$ cat src/rtl/adc_cap_pkg.sv
// adc_cap_pkg
// Shared types and constants for the ADC capture gate: FSM state encoding,
// trigger-mode codes and default sample geometry.
package adc_cap_pkg;

  localparam int SAMP_W_DEF = 16;
  localparam int NSAMP_DEF  = 8;

  localparam logic [1:0] TRIG_IMM = 2'd0;
  localparam logic [1:0] TRIG_EXT = 2'd1;
  localparam logic [1:0] TRIG_LVL = 2'd2;

  typedef enum logic [1:0] {
    IDLE    = 2'd0,
    ARMED   = 2'd1,
    CAPTURE = 2'd2,
    DONE    = 2'd3
  } cap_state_e;

endpackage

$ cat src/rtl/adc_level_detect.sv
// adc_level_detect
// Signed rising level-crossing detector across one beat of NSAMP samples.
// The last sample of the previous valid beat is kept so that a crossing
// spanning a beat boundary is also seen.
// Ports:
//   clk    - RF ADC clock
//   rstb   - synchronous reset, active low
//   valid  - beat valid; the last sample is registered on every valid beat
//   tdata  - packed samples, sample 0 oldest
//   level  - signed threshold
//   hit    - some s[k-1] < level <= s[k] within this beat (combinational)
module adc_level_detect
  import adc_cap_pkg::*;
#(
  parameter int SAMP_W = SAMP_W_DEF,
  parameter int NSAMP  = NSAMP_DEF
) (
  input  logic                      clk,
  input  logic                      rstb,
  input  logic                      valid,
  input  logic [SAMP_W*NSAMP-1:0]   tdata,
  input  logic [SAMP_W-1:0]         level,
  output logic                      hit
);

  logic [SAMP_W-1:0]           prev_q;
  logic [SAMP_W-1:0]           prev_d;
  // chain[0] is the previous beat's last sample, chain[k+1] is sample k
  logic [SAMP_W*(NSAMP+1)-1:0] chain;

  assign chain = {tdata, prev_q};

  // next value of the carried-over last sample
  always_comb begin
    if (valid) begin
      prev_d = tdata[SAMP_W*(NSAMP-1) +: SAMP_W];
    end else begin
      prev_d = prev_q;
    end
  end

  // carried-over sample register
  always_ff @(posedge clk) begin
    if (!rstb) begin
      prev_q <= '0;
    end else begin
      prev_q <= prev_d;
    end
  end

  // scan adjacent sample pairs for a signed upward crossing
  always_comb begin
    hit = 1'b0;
    for (int k = 0; k < NSAMP; k++) begin
      if (($signed(chain[SAMP_W*k +: SAMP_W]) < $signed(level)) &&
          ($signed(chain[SAMP_W*(k+1) +: SAMP_W]) >= $signed(level))) begin
        hit = 1'b1;
      end else begin
        hit = hit;
      end
    end
  end

endmodule

$ cat src/rtl/adc_capture_gate.sv
// adc_capture_gate
// Per-channel capture gate between an RF ADC AXIS stream and its FIFO.
// Arms on a command, waits for a trigger (immediate, external edge or signed
// level crossing), then forwards exactly cap_beats beats through a single
// output register. The ADC cannot be stalled, so beats that find the output
// register full are dropped and flagged as overflow.
// Ports:
//   rf_clk, rf_rstb             - clock, synchronous active-low reset
//   s_axis_*                    - ADC beat input (tready tied high)
//   m_axis_*                    - gated beat output to FIFO
//   arm, abort                  - single-cycle command pulses
//   trig_mode, ext_trig,
//   trig_level                  - trigger selection and sources
//   cap_beats                   - capture length, sampled on arm
//   busy, done, overflow,
//   beat_count                  - status back to the register block
module adc_capture_gate
  import adc_cap_pkg::*;
#(
  parameter int DATA_W = 128,
  parameter int SAMP_W = SAMP_W_DEF,
  parameter int NSAMP  = NSAMP_DEF,
  parameter int CNT_W  = 32
) (
  input  logic              rf_clk,
  input  logic              rf_rstb,
  input  logic              s_axis_tvalid,
  input  logic [DATA_W-1:0] s_axis_tdata,
  output logic              s_axis_tready,
  output logic              m_axis_tvalid,
  input  logic              m_axis_tready,
  output logic [DATA_W-1:0] m_axis_tdata,
  input  logic              arm,
  input  logic              abort,
  input  logic [1:0]        trig_mode,
  input  logic              ext_trig,
  input  logic [SAMP_W-1:0] trig_level,
  input  logic [CNT_W-1:0]  cap_beats,
  output logic              busy,
  output logic              done,
  output logic              overflow,
  output logic [CNT_W-1:0]  beat_count
);

  cap_state_e        state_q, state_d;
  logic [CNT_W-1:0]  cap_len_q, cap_len_d;
  logic [CNT_W-1:0]  cnt_q, cnt_d;
  logic [CNT_W-1:0]  cnt_inc;
  logic              done_q, done_d;
  logic              ovf_q, ovf_d;
  logic              busy_q, busy_d;
  logic              mvalid_q, mvalid_d;
  logic [DATA_W-1:0] mdata_q, mdata_d;
  logic              ext_q;
  logic              lvl_hit;
  logic              trig_hit;
  logic              slot_free;
  logic              take;
  logic              load;

  assign s_axis_tready = 1'b1;
  assign m_axis_tvalid = mvalid_q;
  assign m_axis_tdata  = mdata_q;
  assign busy          = busy_q;
  assign done          = done_q;
  assign overflow      = ovf_q;
  assign beat_count    = cnt_q;
  assign cnt_inc       = cnt_q + CNT_W'(1);

  adc_level_detect #(
    .SAMP_W (SAMP_W),
    .NSAMP  (NSAMP)
  ) u_level_detect (
    .clk   (rf_clk),
    .rstb  (rf_rstb),
    .valid (s_axis_tvalid),
    .tdata (s_axis_tdata),
    .level (trig_level),
    .hit   (lvl_hit)
  );

  // trigger source select; the reserved mode behaves as immediate
  always_comb begin
    case (trig_mode)
      TRIG_EXT: trig_hit = ext_trig & ~ext_q;
      TRIG_LVL: trig_hit = lvl_hit;
      default:  trig_hit = 1'b1;
    endcase
  end

  // next-state, capture accounting and output register control
  always_comb begin
    state_d   = state_q;
    cap_len_d = cap_len_q;
    cnt_d     = cnt_q;
    done_d    = done_q;
    ovf_d     = ovf_q;
    mvalid_d  = mvalid_q;
    mdata_d   = mdata_q;
    take      = 1'b0;
    load      = 1'b0;
    // the output slot can take a beat if empty or drained this very cycle
    slot_free = ~mvalid_q | m_axis_tready;

    case (state_q)
      IDLE, DONE: begin
        if (arm && !abort) begin
          cap_len_d = cap_beats;
          cnt_d     = '0;
          ovf_d     = 1'b0;
          if (cap_beats == '0) begin
            state_d = DONE;
            done_d  = 1'b1;
          end else begin
            state_d = ARMED;
            done_d  = 1'b0;
          end
        end else begin
          state_d = state_q;
        end
      end
      ARMED: begin
        if (!abort && s_axis_tvalid && trig_hit) begin
          take = 1'b1;
        end else begin
          take = 1'b0;
        end
      end
      CAPTURE: begin
        if (!abort && s_axis_tvalid) begin
          take = 1'b1;
        end else begin
          take = 1'b0;
        end
      end
      default: begin
        state_d = IDLE;
      end
    endcase

    if (abort) begin
      state_d = IDLE;
      done_d  = 1'b0;
    end else begin
      done_d = done_d;
    end

    // a captured beat either lands in the output slot or is lost
    if (take) begin
      if (slot_free) begin
        load  = 1'b1;
        cnt_d = cnt_inc;
        if (cnt_inc == cap_len_q) begin
          state_d = DONE;
          done_d  = 1'b1;
        end else begin
          state_d = CAPTURE;
        end
      end else begin
        ovf_d   = 1'b1;
        state_d = CAPTURE;
      end
    end else begin
      load = 1'b0;
    end

    // tvalid/tdata hold until accepted, regardless of FSM state
    if (load) begin
      mvalid_d = 1'b1;
      mdata_d  = s_axis_tdata;
    end else if (m_axis_tready) begin
      mvalid_d = 1'b0;
    end else begin
      mvalid_d = mvalid_q;
    end

    busy_d = (state_d == ARMED) || (state_d == CAPTURE);
  end

  // state and status registers
  always_ff @(posedge rf_clk) begin
    if (!rf_rstb) begin
      state_q   <= IDLE;
      cap_len_q <= '0;
      cnt_q     <= '0;
      done_q    <= 1'b0;
      ovf_q     <= 1'b0;
      busy_q    <= 1'b0;
      mvalid_q  <= 1'b0;
      mdata_q   <= '0;
      ext_q     <= 1'b0;
    end else begin
      state_q   <= state_d;
      cap_len_q <= cap_len_d;
      cnt_q     <= cnt_d;
      done_q    <= done_d;
      ovf_q     <= ovf_d;
      busy_q    <= busy_d;
      mvalid_q  <= mvalid_d;
      mdata_q   <= mdata_d;
      ext_q     <= ext_trig;
    end
  end

endmodule

$ cat config.mk
export PLATFORM = sky130hd
export DESIGN_NAME = adc_capture_gate
export DESIGN_NICKNAME = d
export VERILOG_FILES = /design/src/rtl/adc_cap_pkg.sv /design/src/rtl/adc_level_detect.sv /design/src/rtl/adc_capture_gate.sv
export SDC_FILE = /design/constraint.sdc
export NUM_CORES = 1
export LEC_CHECK = 0
export ABC_AREA = 1
export BUFFER_PORTS_ARGS = -buffer_cell sky130_fd_sc_hd__buf_2
export CORE_ASPECT_RATIO = 1.25
export CORE_MARGIN = 5
export CORE_UTILIZATION = 58
export DETAILED_ROUTE_END_ITERATION = 7
export HOLD_SLACK_MARGIN = 0.12
export PLACE_DENSITY = 0.95
export SLEW_MARGIN = 20
export SYNTH_ARGS = -nofsm -noshare
export SYNTH_HDL_FRONTEND = slang
export SYNTH_HIERARCHICAL = 1
export SYNTH_SLANG_ARGS = --single-unit
$ cat constraint.sdc
create_clock -name rf_clk -period 9.9 [get_ports rf_clk]
set_clock_uncertainty 0.1 [all_clocks]
set_input_delay 1.98 -clock rf_clk [delete_from_list [all_inputs] [get_ports rf_clk]]
set_output_delay 1.98 -clock rf_clk [all_outputs]
set_load 0.1 [all_outputs]
Yosys cells after proc, flatten, opt, wreduce, memory -nomap -nowiden
Cells that the tools add are included.

Bitwise logic cells: 4. Equality and inequality tests: 8. Add/sub/neg operators: 1. Order comparisons: 16. Reductions and logical operators: 18. Mux-type cells: 38.

Operators with widths (count): >= comparator 16 bit (8); < comparator 16 bit (8); two-way mux 32 bit (4); adder 32 x 1 -> 32 bit, second input constant (1); equality test 32 bit (1); zero test 32 bit (1); two-way mux 1 bit (26); two-way mux 2 bit (6); logical AND 1 bit (11); equality test 2 bit, second input constant (4); equality test 2 x 1 -> 1 bit, second input constant (3); one-hot mux 1 bit (2 select lines) (2); zero test 2 bit (1); inverter 1 bit (2); AND reduction 2 bit (1); nonzero test 2 bit (1); OR reduction 2 bit (1); bitwise AND 1 bit (1); zero test 1 bit (1); logical OR 1 bit (1); bitwise OR 1 bit (1).

Logic and storage cells: 95. Input port bits: 185. Register bits: 215. Output and inout port bits: 165.

Logic depth before layout (Yosys ltp)
Gate-level depths: netlist of run 1.

Word-level depth: 17. Mapped depth: 31. Gate-level depth less buffers: 31.

By module
The synthesis of run 1 kept the hierarchy.

Modules (own cells, without submodules): adc_capture_gate (sequential area each 3983.8 um^2, cells an instance 1296, times used 1, area an instance 8805.9 um^2); adc_level_detect (sequential area each 320.3 um^2, cells an instance 641, times used 1, area an instance 4205.3 um^2).

Least setup slack after synthesis of run 1
No wires, ideal clock.

Path type: input-to-reg. Start: input trig_level[15]. End: register cnt_q[11], in the netlist beat_count[11]. Cell stages on the path: 24. Required time: 9.729 ns. Slack: 5.137 ns. Buffers on the path: 2. Library setup time: 0.071 ns. Arrival: 4.593 ns. Path through: inv_1 -> ha_1 -> nand2_1 -> o21bai_1 -> nand2_1 -> a21oi_2 -> nand2_1 -> nand2_1 -> nand3_1 -> nand2_1 -> nand2_2 -> nor2_1 -> nand2_1 -> a21oi_1 -> nand2_1 -> nand2_1 -> nand2_1 -> nand2_1 -> nor2_1 -> inv_1 -> clkbuf_1 -> clkbuf_1 -> nand3_1 -> a21oi_1.

Longest elaborated chain between the ends: 15. Elaborated cells on any way between the ends: 37. Those cells by class: 16 x order compare; 12 x mux; 9 x reduce/logical.

RTL lines: from (decl) (RTL line adc_capture_gate.sv:37) `input logic [SAMP_W-1:0] trig_level,`; < comparator 16 bit or >= comparator 16 bit (tied branches) (RTL line adc_level_detect.sv:55, adc_level_detect.sv:56); logical AND 1 bit (RTL line adc_level_detect.sv:55) `if (($signed(chain[SAMP_W*k +: SAMP_W]) < $signed(level)) &&`; two-way mux 1 bit (7 in series) (RTL line adc_level_detect.sv:55); two-way mux 1 bit * (RTL line adc_level_detect.sv:55); via lvl_hit (RTL line adc_capture_gate.sv:55) `logic lvl_hit;`; one-hot mux 1 bit (2 select lines) * (RTL line adc_capture_gate.sv:84) `case (trig_mode)`; logical AND 1 bit * (RTL line adc_capture_gate.sv:123) `if (!abort && s_axis_tvalid && trig_hit) begin`; two-way mux 1 bit * (RTL line adc_capture_gate.sv:123); one-hot mux 1 bit (2 select lines) * (RTL line adc_capture_gate.sv:105) `case (state_q)`; two-way mux 32 bit * (RTL line adc_capture_gate.sv:149) `if (take) begin`; to (signal assigned) (RTL line adc_capture_gate.sv:195) `cnt_q <= cnt_d;`; to (decl) (RTL line adc_capture_gate.sv:47) `logic [CNT_W-1:0] cnt_q, cnt_d;`.

The timed path passes the listed nets; every way through them passes the cells marked *. A chain may end at the register's enable or synchronous reset.

Worst setup path in the final report of run 1
Start: input trig_level[15]. End: register mdata_q[76], in the netlist m_axis_tdata[76].

Longest elaborated chain between the ends: 15. Elaborated cells on any way between the ends: 37. Those cells by class: 16 x order compare; 12 x mux; 9 x reduce/logical.

RTL lines: < comparator 16 bit or >= comparator 16 bit (tied branches) (RTL line adc_level_detect.sv:55, adc_level_detect.sv:56); logical AND 1 bit (RTL line adc_level_detect.sv:55); two-way mux 1 bit (7 in series) (RTL line adc_level_detect.sv:55); two-way mux 1 bit * (RTL line adc_level_detect.sv:55); via lvl_hit (RTL line adc_capture_gate.sv:55); one-hot mux 1 bit (2 select lines) * (RTL line adc_capture_gate.sv:84); logical AND 1 bit * (RTL line adc_capture_gate.sv:123); two-way mux 1 bit * (RTL line adc_capture_gate.sv:123); one-hot mux 1 bit (2 select lines) * (RTL line adc_capture_gate.sv:105); two-way mux 1 bit * (RTL line adc_capture_gate.sv:149); to (signal assigned) (RTL line adc_capture_gate.sv:200) `mdata_q <= mdata_d;`; to (decl) (RTL line adc_capture_gate.sv:53) `logic [DATA_W-1:0] mdata_q, mdata_d;`.

Marks and branches as above.

==> summary.md, run 1 <==
| Metric | Value |
|---|---|
| Final hold vios | `0` |
| Status | `finished, final reports clean` |
| Crit start category | `input pin` |
| DR iter-0 viols | `1152` |
| RR Startpoint | `u_level_detect/prev_q[5]` |
| Yosys cell types | `40` |
| Multi-input combinational cell area | `0.00784 sq mm` |
| RSZ-0062 raised after global routing | `false` |
| Area leader, netlist | `dfxtp_1` |
| I/O Pins | `350` |
| Syn Nets | `2270` |
| Synthesized area per cell | `6.72 sq um` |
| Row cnt | `61` |
| CTS root buffer | `clkbuf_16` |
| Ys async rst share | `0%` |
| Hold WC Path Type | `flip-flop to flip-flop` |
| CTS resizes | `0` |
| HP Start | `cap_len_q[11]` |
| Non-filler cells in the finished layout | `2553` |
| Crit. Startpoint | `trig_level[15]` |
| Synth Warn # | `6` |
| Reg clk slew, reported paths | `0.07 ns` |
| # hold bufs at CTS | `0` |
| GRT Total Usage | `34.4%` |
| Synth Flop Type | `dfxtp_1` |
| Fillers | `1797` |
| Synth Register Bits | `215` |
| Global-route wire length before repair | `70600 um` |
| Commonest cells in the netlist | `nor2_1, nand2_1, dfxtp_1` |
| Crit Path Max Fanout | `87` |
| Worst EP required | `10.26 ns` |
| Total global routing overflow | `0` |
| Die area | `0.0255 sq mm` |
| Setup TNS | `0 ns` |
| Actual slew at the worst max-slew pin | `1.08 ns` |
| Cells on worst reg2reg path | `24` |
| Sequential share of the synthesized area | `33.1%` |
| Worst EP arrival | `6.51 ns` |
| Post-CTS Repair Setup Buffers | `0` |
| R2R Path End | `m_axis_tdata[76]` |
| Fin nets | `2580` |
| Pleak | `0.00827 uW` |
| Max-cap violations | `0` |
| CORE AREA | `0.0222 sq mm` |
| Via count | `14600` |
| Fraction of layout cells with a size suffix above 1 | `19.3%` |
| Endpoints failing setup | `0` |
| Drt via density | `5.74` |
| Final core occ | `70.8%` |
| Final Wtd Congestion | `1.01` |
| Num CTS Buffers | `23` |
| Area growth, synth to finish | `20.8%` |
| DP Wirelength | `34000 um` |
| Most common cell in the netlist | `nor2_1` |
| Synth top area share | `33.1%` |
| Die Span Y | `177 um` |
| Hold endpoint | `cap_len_q[11]` |
| Post-Syn Instances | `1937` |
| Clk sinks | `215` |
| Post-route minimum period | `6.16 ns` |
| Hold path depth | `2` |
| Worst slew margin | `28.1%` |
| Initial antenna violation count | `7` |
| Final Slew Violations | `0` |
| Avg WL per Cell | `18.0 um` |
| FMAX | `162 MHz` |
| Horiz. Die Dim | `144 um` |
| Number of flops mapped to enable cells by yosys | `0` |
| CTS tree | `built` |
| Max Root-Sink Buffers | `3` |
| Critical path endpoint category | `flip-flop` |
| Largest net degree at the start of global routing | `113` |
| Clock latency on the worst-skew pair | `0.52 ns` |
| Total Power | `2140 uW` |
| Worst reg2reg setup slack | `5.56 ns` |
| Initial core utilization | `58.6%` |
| Fin crit share | `62.2%` |
| PD cells | `136 mW/mm^2` |
| Worst vdd rail ir drop | `146 uV` |
| Placed cell count | `2504` |
| Vias in the first global route | `14200` |
| Register area | `0.00430 sq mm` |
| Antenna-violating nets left | `0` |
| Synthesized area | `0.0130 sq mm` |
| IO buf count | `348` |
| DRT Pass-1 Iters | `6` |
| DRC violations left | `0` |
| Largest cells by area after synthesis | `dfxtp_1, ha_1, nor2_1` |
| WL final | `45900 um` |
| Critical path class | `input pin to flip-flop` |
| H-tree level count | `1` |
-- per-layer routing --
layer | vias up | wire length [um] | GRT usage (%)
li1 | 6932 | - | -
met1 | 6603 | 16000 | 37.8
met2 | 854 | 21900 | 59.5
met3 | 251 | 4510 | 6.98
met4 | 4 | 3370 | 22.1
met5 | - | 27 | 0
-- area by class of cell --
| class | instances | share of cell area (%) |
|---|---|---|
| multi-input combinational | 1491 | 49.9 |
| sequential | 215 | 27.4 |
| inverter | 162 | 3.88 |
| clock buffer | 28 | 3.91 |
| timing repair buffer | 354 | 11.5 |
| clock inverter | 14 | 1.14 |
| tap | 283 | 2.25 |
| antenna | 6 | 0.0955 |
-- metrics by stage --
step                setup slack (ns)  area, sq um  hold slack, ns
finish                          3.74        15700           0.372
global route                    3.33        15700           0.386
CTS                             3.42        15700           0.372
detailed placement              2.92        14900           0.364
global placement                3.05        14900           0.356
floorplan                       5.14        13000           0.344
-- registers in the layout (all words and copies together), names as in the netlist --
register               cells
beat_count                32
busy                       1
cap_len_q                 32
done                       1
ext_q                      1
m_axis_tdata             128
m_axis_tvalid              1
overflow                   1
state_q                    2
u_level_detect/prev_q     16
-- cells by family (layout without fill, tap and decap cells) --
family | count (synthesis) | in the layout | share of synthesized area (%)
xor gates and xnor gates | 6 | 6 | 0.462
and+or+nand+nor | 1006 | 1006 | 32.4
DFF | 215 | 215 | 33.1
buffers and inverters | 231 | 558 | 6.73
AOI/OAI and AO/OA | 330 | 330 | 13.0
adders and majority gates | 148 | 148 | 14.2
other | 1 | 7 | 0.0288
-- worst max-delay path by stage --
stage	to	slack, ns	cells after the start
after floorplan	beat_count[11]	5.14	24
after detailed placement	busy	2.92	28
after global routing	m_axis_tdata[94]	3.33	24
final	m_axis_tdata[76]	3.74	24
after CTS	busy	3.42	29
after global placement	busy	3.05	27
-- power breakdown --
part	internal (uW)	switching (uW)	leakage, uW	total, uW
clock network	528	387	0.000372	916
logic	116	217	0.00615	333
registers	881	9.40	0.00174	891
total	1530	613	0.00827	2140
-- placed cells by master, fill, tap and decap left out, types with 2 or more instances in the layout --
cell type     n
nor4_1        5
xor2_1        3
xnor2_1       2
o21bai_1      3
diode_2       6
dfxtp_1     215
inv_2         2
ha_1        148
buf_4         6
nand2_2      13
a21o_1        4
inv_1       158
nand2_1     401
buf_2       347
nor2_1      407
nor3_2        3
nor2_2        8
nor2_4       10
nand3_1     120
o21a_1        4
a21oi_2       3
nand3b_1     15
o21ai_0     197
clkbuf_16    23
bufinv_16     3
clkbuf_1      3
nor3_1        6
nand4_1      11
clkinvlp_4    5
a21oi_1     113
and2_0        2
clkbuf_8      2
inv_6         3
o21ai_1       3
-- worst max-delay path, stage by stage --
cell     delay, ns
buf_2         0.09
inv_1         0.35
ha_1          0.38
a21oi_1       0.18
o21ai_0       0.15
a21oi_1       0.26
nand2_1       0.12
nand2_1       0.07
nand3_1       0.08
nand2_1       0.07
nand2_1       0.06
nor2_1        0.08
nand2_1       0.10
a21oi_1       0.14
nand2_1       0.06
nand2_1       0.05
nand2_1       0.06
nand2_1       0.15
nor2_4        0.12
buf_12        0.22
inv_4         0.69
buf_4         0.72
nor2_1        0.12
nor2_1        0.14
(Power assumes the default switching activity.)
==> run 2: changes to the inputs <==
--- a/config.mk
+++ b/config.mk
@@ -9,10 +9,10 @@
 export BUFFER_PORTS_ARGS = -buffer_cell sky130_fd_sc_hd__buf_2
 export CORE_ASPECT_RATIO = 1.25
 export CORE_MARGIN = 5
-export CORE_UTILIZATION = 58
+export CORE_UTILIZATION = 49
 export DETAILED_ROUTE_END_ITERATION = 7
 export HOLD_SLACK_MARGIN = 0.12
-export PLACE_DENSITY = 0.95
+export PLACE_DENSITY = 0.9
 export SLEW_MARGIN = 20
 export SYNTH_ARGS = -nofsm -noshare
 export SYNTH_HDL_FRONTEND = slang
==> constraint.sdc (replaced) <==
create_clock -name rf_clk -period 5.3 [get_ports rf_clk]
set_clock_uncertainty 0.1 [all_clocks]
set_input_delay 1.06 -clock rf_clk [delete_from_list [all_inputs] [get_ports rf_clk]]
set_output_delay 1.06 -clock rf_clk [all_outputs]
set_load 0.1 [all_outputs]
==> run 2 against run 1 <==
  * Power rose by 93%
  * Flip-flop and latch count stayed put
  * Register-to-register slack lost 3.7 ns
  * Worst setup slack worse by 2.8 ns
  * Routed wire length rose by 2.9%
  * Worst hold slack lost 0.0018 ns
  * Clock power rose by 100%
  * Global-route usage shrank 4.4 points
  * Design area up 1.1%
  * Non-clock buffer count increased by 3
==> summary.md, run 2 (same netlist as run 1, synthesis figures left out) <==
| Metric | Value |
|---|---|
| Clock latency on the worst-skew pair | `0.53 ns (was 0.52 ns)` |
| Crit Path Max Fanout | `45 (was 87)` |
| Num CTS Buffers | `24 (was 23)` |
| DR iter-0 viols | `1030 (was 1152)` |
| Final Wtd Congestion | `0.982 (was 1.01)` |
| Clk sinks | `215 (unchanged)` |
| Avg WL per Cell | `18.1 um (was 18.0 um)` |
| Crit path setup slack, layout | `0.918 ns (was 3.74 ns)` |
| Setup crit end | `busy (was m_axis_tdata[76])` |
| Most frequent cells in the layout | `nor2_1, nand2_1, buf_2 (unchanged)` |
| Vias in the first global route | `14000 (was 14200)` |
| Worst EP arrival | `4.70 ns (was 6.51 ns)` |
| Status | `finished, final reports clean (unchanged)` |
| Buf/Inv on CP | `3 (was 5)` |
| Crit. Startpoint | `trig_level[15] (unchanged)` |
| Die Span Y | `192 um (was 177 um)` |
| Largest register FFs | `128 (unchanged)` |
| Worst reg2reg setup slack | `1.87 ns (was 5.56 ns)` |
| CTS resizes | `0 (unchanged)` |
| Placed cell count | `2565 (was 2504)` |
| Actual slew at the worst max-slew pin | `0.984 ns (was 1.08 ns)` |
| Most common cell after layout, fill and taps aside | `nor2_1 (unchanged)` |
| RSZ-0062 raised after global routing | `false (unchanged)` |
| Fraction of layout cells with a size suffix above 1 | `19.4% (was 19.3%)` |
| DRC violations left | `0 (unchanged)` |
| Max Root-Sink Buffers | `3 (unchanged)` |
| Setup TNS | `0 ns (unchanged)` |
| Die area | `0.0299 sq mm (was 0.0255 sq mm)` |
| Fin crit share | `82.7%` |
| Row cnt | `66 (was 61)` |
| WL final | `47200 um (was 45900 um)` |
| Non-filler cells in the finished layout | `2612 (was 2553)` |
| GRT Total Usage | `30.0% (was 34.4%)` |
| Max stage delay cell, worst path | `buf_4 (unchanged)` |
| Largest net degree at the start of global routing | `122 (was 113)` |
| Worst slew margin | `34.4% (was 28.1%)` |
| Total Power | `4120 uW (was 2140 uW)` |
| Dpl ws | `0.529 ns (was 2.92 ns)` |
| Reg clk slew, reported paths | `0.06 ns (was 0.07 ns)` |
| Fillers | `2331 (was 1797)` |
| Global-route wire length before repair | `71900 um (was 70600 um)` |
| Max-cap violations | `0 (unchanged)` |
| DP Wirelength | `35400 um (was 34000 um)` |
| Area growth, synth to finish | `22.2% (was 20.8%)` |
| Final hold vios | `0 (unchanged)` |
| Horiz. Die Dim | `156 um (was 144 um)` |
| Worst EP required | `5.61 ns (was 10.26 ns)` |
| CTS tree | `built (unchanged)` |
| Total global routing overflow | `0 (unchanged)` |
| H-tree level count | `1 (unchanged)` |
| CORE AREA | `0.0261 sq mm (was 0.0222 sq mm)` |
| Final Slew Violations | `0 (unchanged)` |
| Post-CTS Repair Setup Buffers | `0 (unchanged)` |
| Critical path's top delay family | `simple AND/OR/NAND/NOR gates (was buffers and inverters)` |
| RR Startpoint | `u_level_detect/prev_q[5] (unchanged)` |
| Critical path endpoint category | `flip-flop (unchanged)` |
| Fin nets | `2584 (was 2580)` |
| Via count | `14500 (was 14600)` |
| IO buf count | `348 (unchanged)` |
| Cell mode on critical path | `nand2_1 (unchanged)` |
| # hold bufs at CTS | `0 (unchanged)` |
| I/O Pins | `350 (unchanged)` |
| FMAX | `228 MHz` |
| Hold WC Path Type | `flip-flop to flip-flop (unchanged)` |
| Drt via density | `5.56 (was 5.74)` |
| Cells on worst reg2reg path | `26 (was 24)` |
| CTS root buffer | `clkbuf_16 (unchanged)` |
| Endpoints failing setup | `0 (unchanged)` |
| Crit start category | `input pin (unchanged)` |
| Hold Slack | `0.370 ns (was 0.372 ns)` |
| Antenna-violating nets left | `0 (unchanged)` |
| R2R Path End | `busy (was m_axis_tdata[76])` |
| PD cells | `259 mW/mm^2 (was 136 mW/mm^2)` |
| Worst vdd rail ir drop | `272 uV (was 146 uV)` |
| DRT Pass-1 Iters | `8 (was 6)` |
| Initial antenna violation count | `10 (was 7)` |
| Hold path depth | `2 (unchanged)` |
| Initial core utilization | `49.9% (was 58.6%)` |
| CP max stage delay | `0.41 ns (was 0.72 ns)` |
| Pleak | `0.00833 uW (was 0.00827 uW)` |
| Critical path class | `input pin to flip-flop (unchanged)` |
| Post-route minimum period | `4.38 ns` |
| Worst path depth | `26 (was 24)` |
==> run 2: final cells by class <==
| cell class | count | area, sq um | share of cell area (%) |
|---|---|---|---|
| clock inverters | 11 | 166 | 1.05 |
| repair buffers | 357 | 1850 | 11.6 |
| flip-flops and latches | 215 | 4300 | 27.1 |
| inverters | 162 | 611 | 3.84 |
| diodes | 3 | 7.51 | 0.0472 |
| well taps | 340 | 425 | 2.68 |
| multi-input cells | 1491 | 7840 | 49.3 |
| clock buffers | 33 | 696 | 4.38 |
==> run 2: worst min path at each step <==
stage	from	endpoint	slack, ns
2_1_floorplan	cap_len_q[19]	cap_len_q[19]	0.34
3_3_place_gp	cap_len_q[31]	cap_len_q[31]	0.36
3_5_place_dp	overflow	overflow	0.36
4_1_cts	overflow	overflow	0.37
5_1_grt	overflow	overflow	0.39
6_report	overflow	overflow	0.37
==> run 2: routing by layer <==
metal  global-route usage [%]  share of wire, %  up-vias
li1                         -                 -     6948
met1                     32.6                35     6565
met2                     53.4                49      779
met3                     6.29               9.1      209
met4                     17.5               6.5       12
met5                        0              0.14        -
==> run 2: stage by stage <==
stage | util (%) | instance area [sq um]
after global routing | 60.9 | 15900
after global placement | 57.6 | 15000
after CTS | 60.9 | 15900
final | 60.9 | 15900
after detailed placement | 57.6 | 15000
after floorplan | - | 13000
==> run 2: worst reg2reg max path, delay by kind of cell (launching register included) <==
| family | cells | cell delay (ns) |
|---|---|---|
| buffers and inverters | 1 | 0.41 |
| AOI/OAI and AO/OA | 2 | 0.25 |
| adders and majority gates | 1 | 0.30 |
| and+or+nand+nor | 22 | 1.97 |
| DFF | 1 | 0.32 |
==> run 2: where the power goes <==
part | total (uW) | internal (uW) | switching [uW]
registers | 1660 | 1650 | 17.8
logic | 623 | 217 | 406
clock network | 1830 | 1110 | 718
